**src/rtl/firebird7_in_gate1_tessent_tdr_pkg.sv**
```systemverilog
// Shared constants and parity helper for the gate1 IJTAG data TDR.
package firebird7_in_gate1_tessent_tdr_pkg;

  localparam int DATA_W  = 19;
  localparam int SEL_IDX = 0;

  function automatic logic tdr_parity(input logic [DATA_W:0] bits);
    return ^bits;
  endfunction

endpackage

```
**src/rtl/firebird7_in_gate1_tessent_data_tdr_w19.sv**
```systemverilog
// IJTAG TDR driving the gate1 19-bit data mux: posedge capture/shift stage, negedge update stage.
// Optional frame parity check enabled by defining FIREBIRD7_IN_GATE1_TDR_PARITY_EN.
module firebird7_in_gate1_tessent_data_tdr_w19
  import firebird7_in_gate1_tessent_tdr_pkg::*;
#(
  parameter int   WIDTH     = DATA_W,
  parameter logic SEL_RESET = 1'b0
) (
  input  logic             ijtag_tck,
  input  logic             ijtag_reset,
  input  logic             ijtag_sel,
  input  logic             ijtag_ce,
  input  logic             ijtag_se,
  input  logic             ijtag_ue,
  input  logic             ijtag_si,
  output logic             ijtag_so,
  input  logic [WIDTH-1:0] capture_data_in,
  output logic             ijtag_select,
  output logic [WIDTH-1:0] ijtag_data_out
`ifdef FIREBIRD7_IN_GATE1_TDR_PARITY_EN
  ,
  output logic             parity_err
`endif
);

`ifdef FIREBIRD7_IN_GATE1_TDR_PARITY_EN
  localparam int CHAIN_W = WIDTH + 2;
`else
  localparam int CHAIN_W = WIDTH + 1;
`endif

  logic [CHAIN_W-1:0] shift_reg;
  logic [CHAIN_W-1:0] capture_frame;
  logic               frame_ok;

  // Select bit sits at the LSB so it is the first bit out on readback.
`ifdef FIREBIRD7_IN_GATE1_TDR_PARITY_EN
  assign capture_frame = {tdr_parity({capture_data_in, ijtag_select}), capture_data_in, ijtag_select};
  assign frame_ok      = (tdr_parity(shift_reg[WIDTH:0]) == shift_reg[WIDTH+1]);
`else
  assign capture_frame = {capture_data_in, ijtag_select};
  assign frame_ok      = 1'b1;
`endif

  // Capture has priority over shift when both enables are high.
  always_ff @(posedge ijtag_tck or negedge ijtag_reset) begin
    if (!ijtag_reset) begin
      shift_reg <= '0;
    end else if (ijtag_sel && ijtag_ce) begin
      shift_reg <= capture_frame;
    end else if (ijtag_sel && ijtag_se) begin
      shift_reg <= {ijtag_si, shift_reg[CHAIN_W-1:1]};
    end
  end

  assign ijtag_so = shift_reg[0];

  // Negedge update keeps the mux controls stable throughout posedge shifting.
  always_ff @(negedge ijtag_tck or negedge ijtag_reset) begin
    if (!ijtag_reset) begin
      ijtag_select   <= SEL_RESET;
      ijtag_data_out <= '0;
`ifdef FIREBIRD7_IN_GATE1_TDR_PARITY_EN
      parity_err     <= 1'b0;
`endif
    end else if (ijtag_sel && ijtag_ue) begin
      if (frame_ok) begin
        ijtag_select   <= shift_reg[SEL_IDX];
        ijtag_data_out <= shift_reg[WIDTH:1];
      end
`ifdef FIREBIRD7_IN_GATE1_TDR_PARITY_EN
      parity_err <= !frame_ok;
`endif
    end
  end

endmodule

```
**config.mk**
```make
export PLATFORM = sky130hd
export DESIGN_NAME = firebird7_in_gate1_tessent_data_tdr_w19
export DESIGN_NICKNAME = d
export VERILOG_FILES = /design/src/rtl/firebird7_in_gate1_tessent_tdr_pkg.sv /design/src/rtl/firebird7_in_gate1_tessent_data_tdr_w19.sv
export SDC_FILE = /design/constraint.sdc
export NUM_CORES = 1
export LEC_CHECK = 0
export BUFFER_PORTS_ARGS = -buffer_cell sky130_fd_sc_hd__buf_2
export CAP_MARGIN = 30
export CORE_MARGIN = 2
export CORE_UTILIZATION = 56
export DETAILED_ROUTE_END_ITERATION = 10
export PLACE_DENSITY_LB_ADDON = 0.2
export RECOVER_POWER = 25
export SLEW_MARGIN = 20
export SYNTH_ARGS = -nofsm -noshare
export SYNTH_HDL_FRONTEND = slang
export SYNTH_SLANG_ARGS = --single-unit
```
**constraint.sdc**
```tcl
create_clock -name ijtag_tck -period 1.3 [get_ports ijtag_tck]
set_input_delay 0.26 -clock ijtag_tck [delete_from_list [all_inputs] [get_ports ijtag_tck]]
set_output_delay 0.26 -clock ijtag_tck [all_outputs]
set_load 0.02 [all_outputs]
```
# After elaboration in Yosys (flattened, before gate mapping)
# Index checks and enable logic that the tools add are counted.
[classes]
add_sub_neg = 0
multipliers = 0
div_mod_pow = 0
magnitude_cmp = 0
eq_ne = 0
n_shift = 0
muxes = 2
n_bitwise = 0
reduce_logical = 4
[ops]
columns = ["cell", "count"]
rows = [
  ["20-bit 2-to-1 mux", 2],
  ["1-bit logical AND", 3],
  ["2-bit nonzero test", 1],
]
[word_totals]
register_bits = 40
latchBits = 0
ram_bits = 0
mem_bits_ro = 0
input_bits = 26
output_inout_bits = 21
wordCells = 9
memories = 0

# Depth between registers and ports, before layout
[depth]
word_depth = 3
depth_mapped = 5
mapped_depth_nobuf = 3

==> out/results.tsv <==
stage	metric	value	unit
synthesis	Top FF cell, synth	sky130_fd_sc_hd__dfrtp_1	
finish	fin nets	291	
sta	worst slew margin relative to its limit	0.6357	
sta	worst clock skew on the final layout	24.85	ps
routing	ANT nets after route	0	
synthesis	leading cell types by total area after synthesis	sky130_fd_sc_hd__dfrtn_1 27%, sky130_fd_sc_hd__dfrtp_1 27%, sky130_fd_sc_hd__mux2_4 16%	
floorplan	Ports	47	
grt	number of global-route vias before repair	1656	
finish	count of antenna diodes in the layout	0	
worst_setup_path	biggest fanout along the worst timing path	2	
synthesis	most common cell in the synthesized netlist	sky130_fd_sc_hd__nor3_1	
floorplan	row cnt	20	
routing	DRT Wirelength	6333	um
clock_network	CTS Sinks	40	
worst_setup_path	data arrival time at the worst-slack endpoint	1630	ps
grt	maximum number of pins on one net before global-route repair	41	
job	max_cap viols	0	
synthesis	adder and majority gate portion of the synthesized area	0	
worst_setup_path	Critical Setup Path Class	flop to primary output	
synthesis	async set-reset flop share out of synthesis	1.000	
place	Placement Setup Slack	-451.9	ps
synthesis	top post-synthesis cells by count	60 x sky130_fd_sc_hd__nor3_1, 20 x sky130_fd_sc_hd__dfrtn_1, 20 x sky130_fd_sc_hd__dfrtp_1, 20 x sky130_fd_sc_hd__mux2_4, 20 x sky130_fd_sc_hd__o22ai_1	
place	global placer's final weighted congestion	0.7478	
run_status	status	finished with violations	
synthesis	top-area cell type share of the netlist area	0.2745	
clock_network	TritonCTS clock tree	yes	
floorplan	horizontal extent of the die	61.06	um
synthesis	main combinational cell family by area after synthesis	simple AND/OR/NAND/NOR gates	
place	placed cell count	269	
worst_setup_path	delay of the slowest cell on the worst path	500	ps
worst_setup_path	required time of the critical path	1040	ps
hold_path	Tightest Hold Check Type	input port to flop	
synthesis	Netlist Area Pre-Place	0.001823	mm^2
sta	final setup violating endpoints	61	
routing	Vias/cell	6.065	
clock_network	number of buffers added by the clock tree synthesis step	5	
synthesis	share of the synthesized area in compound gates (AO/OA/AOI/OAI)	0.06863	
synthesis	portion of the post-synthesis area used by sequential elements	0.5491	
worst_setup_path	Slowest cell on crit path	sky130_fd_sc_hd__dfrtn_1	
synthesis	Ys Warns	0	
sta	Fin Setup TNS	-18640	ps
place	DPL Wire Length	2880	um
synthesis	number of distinct standard cells referenced by the synthesized netlist	10	
run_status	violated checks	negative setup slack	
synthesis	Avg Inst Size Synth	11.54	um^2
synthesis	most area-hungry cell type in the Yosys netlist	sky130_fd_sc_hd__dfrtn_1	
worst_setup_path	startpoint of the lowest-slack register-to-register path	shift_reg[10]	
synthesis	net count after synthesis	184	
synthesis	synthesized-area fraction occupied by xor and xnor cells	0	
grt	total gr overflow	0	
floorplan	starting density of the core	0.5923	
worst_setup_path	depth of the worst register-to-register path	1	
clock_network	register clock-pin slew on the reported worst setup and hold paths	140	ps
grt	GRT Util Overall	0.2893	
place	count of input and output buffers	46	
finish	utilization after layout	0.9053	
routing	Detailed Routing Iterations Pass 1	4	
routing	DRC viols	0	
finish	share of cells above drive strength 1	0.5414	
finish	Layout Area Growth over Synthesis	52.85	%
routing	mean routed wirelength per cell	20.43	um
sta	minimum setup slack in the final design	-594.9	ps
worst_setup_path	buffering stage count on the worst path with inverters included	1	
floorplan	area of the core	0.003078	mm^2
sta	final hold violation count	0	
clock_network	clock latency reported for the late side of the worst-skew pair	360	ps
sta	worst-margin pin slew	546.4	ps
floorplan	die area	0.003728	mm^2
worst_setup_path	CP Launch Type	flop	
synthesis	flip-flop and latch count after synthesis	40	
worst_setup_path	worst path cell trace	buf_6	
worst_setup_path	start point of the critical path	ijtag_data_out[18]	
sta	setup repair after global routing missed its margin	true	
worst_setup_path	Levels on crit path	1	
synthesis	cell count after synthesis	158	
worst_setup_path	cell type group with the largest total delay on the critical path	flip-flops	
finish	post-route insts no fill	310	
pwr	power density over cell area	1617	mW/mm^2
routing	total via count after detailed routing	1880	
sta	Max Transition Viols Final	0	
pwr	highest ir drop seen on vdd	1.188	mV
synthesis	post-synthesis simple-gate area fraction	0.1709	
synthesis	proportion of synthesized area in mux cells	0.1647	
worst_setup_path	element type at the critical path end	primary output	
sta	final worst hold slack	170.3	ps
clock_network	cell chosen for the clock root	sky130_fd_sc_hd__clkbuf_4	
grt	antenna violations before repair	0	
pwr	leakage component of the power	1.322	nW
clock_network	count of H-tree levels built during CTS	2	
finish	flip-flop count of the largest register after layout	20	
hold_path	Hold Path Depth	3	
grt	first-pass GRT wire length	7769	um
floorplan	y dimension of the die	61.06	um
synthesis	EDFF count, synth	0	
clock_network	buffers from clock root to sink, at most	2	
hold_path	hold path startpoint	capture_data_in[3]	
routing	starting DRC count in detailed routing	128	
[report_power, final]
part	switching [mW]	internal [mW]	leakage [nW]	total, mW
Sequential	0.225	1.53	0.449	1.75
Clock	0.449	0.404	0.0422	0.853
Combinational	0.780	1.12	0.831	1.90
[path summary, 6_finish.rpt]
path,slack [ps],end
worst max-delay path,-590,ijtag_data_out[18]
worst min-delay path,170,shift_reg[4]
worst max register to register,-270,ijtag_data_out[9]
worst min register to register,500,ijtag_data_out[4]
max in group asynchronous,-210,ijtag_data_out[13]
min in group asynchronous,520,shift_reg[5]
[per-layer routing]
layer / GRT usage / share of wire / wire, um / vias to the layer above
li1: - / - / - / 805
met1: 0.3662 / 0.36 / 2292 / 898
met2: 0.4878 / 0.51 / 3220 / 142
met3: 0.08193 / 0.070 / 441 / 35
met4: 0.08075 / 0.060 / 379 / 0
met5: 0 / 0 / 0 / -
[repair_timing]
action | 4_1_cts | 5_1_grt
gates resized for setup | 42 | 4
hold buffers | 1 | 0
buffers inserted | 14 | 18
pin swaps | 0 | 1
endpoints found under the hold margin | 20 | 0
setup endpoints to repair | 42 | 42
[cell usage in the layout (no fill, tap or decap), types with 2 or more instances in the layout]
cell type / count
sky130_fd_sc_hd__buf_2: 25
sky130_fd_sc_hd__buf_4: 65
sky130_fd_sc_hd__buf_6: 23
sky130_fd_sc_hd__clkbuf_4: 6
sky130_fd_sc_hd__dfrtn_1: 20
sky130_fd_sc_hd__dfrtp_1: 20
sky130_fd_sc_hd__mux2_4: 20
sky130_fd_sc_hd__nand2_1: 2
sky130_fd_sc_hd__nor3_1: 59
sky130_fd_sc_hd__o22ai_1: 19
[kinds of logic after synthesis]
family	after synthesis
flops	40
mux	20
simple gates	63
compound gates	20
buf+inv	15
[area by class of cell]
type                            count  area, um^2
Clock buffer                        6       41.29
Timing Repair Buffer              115       889.6
Tap cell                           44       55.05
Clock inverter                      2       35.03
Sequential cell                    40        1001
Multi-Input combinational cell    103       764.5
Fill cell                         126       291.5
[per-stage QoR]
stage               area, um^2  power [mW]
floorplan                 1847       2.395
global placement          2322       2.933
detailed placement        2322       2.991
CTS                       2645       4.172
global route              2786       4.648
finish                    2786       4.505
Note: power is estimated with default switching activity, not from simulation.
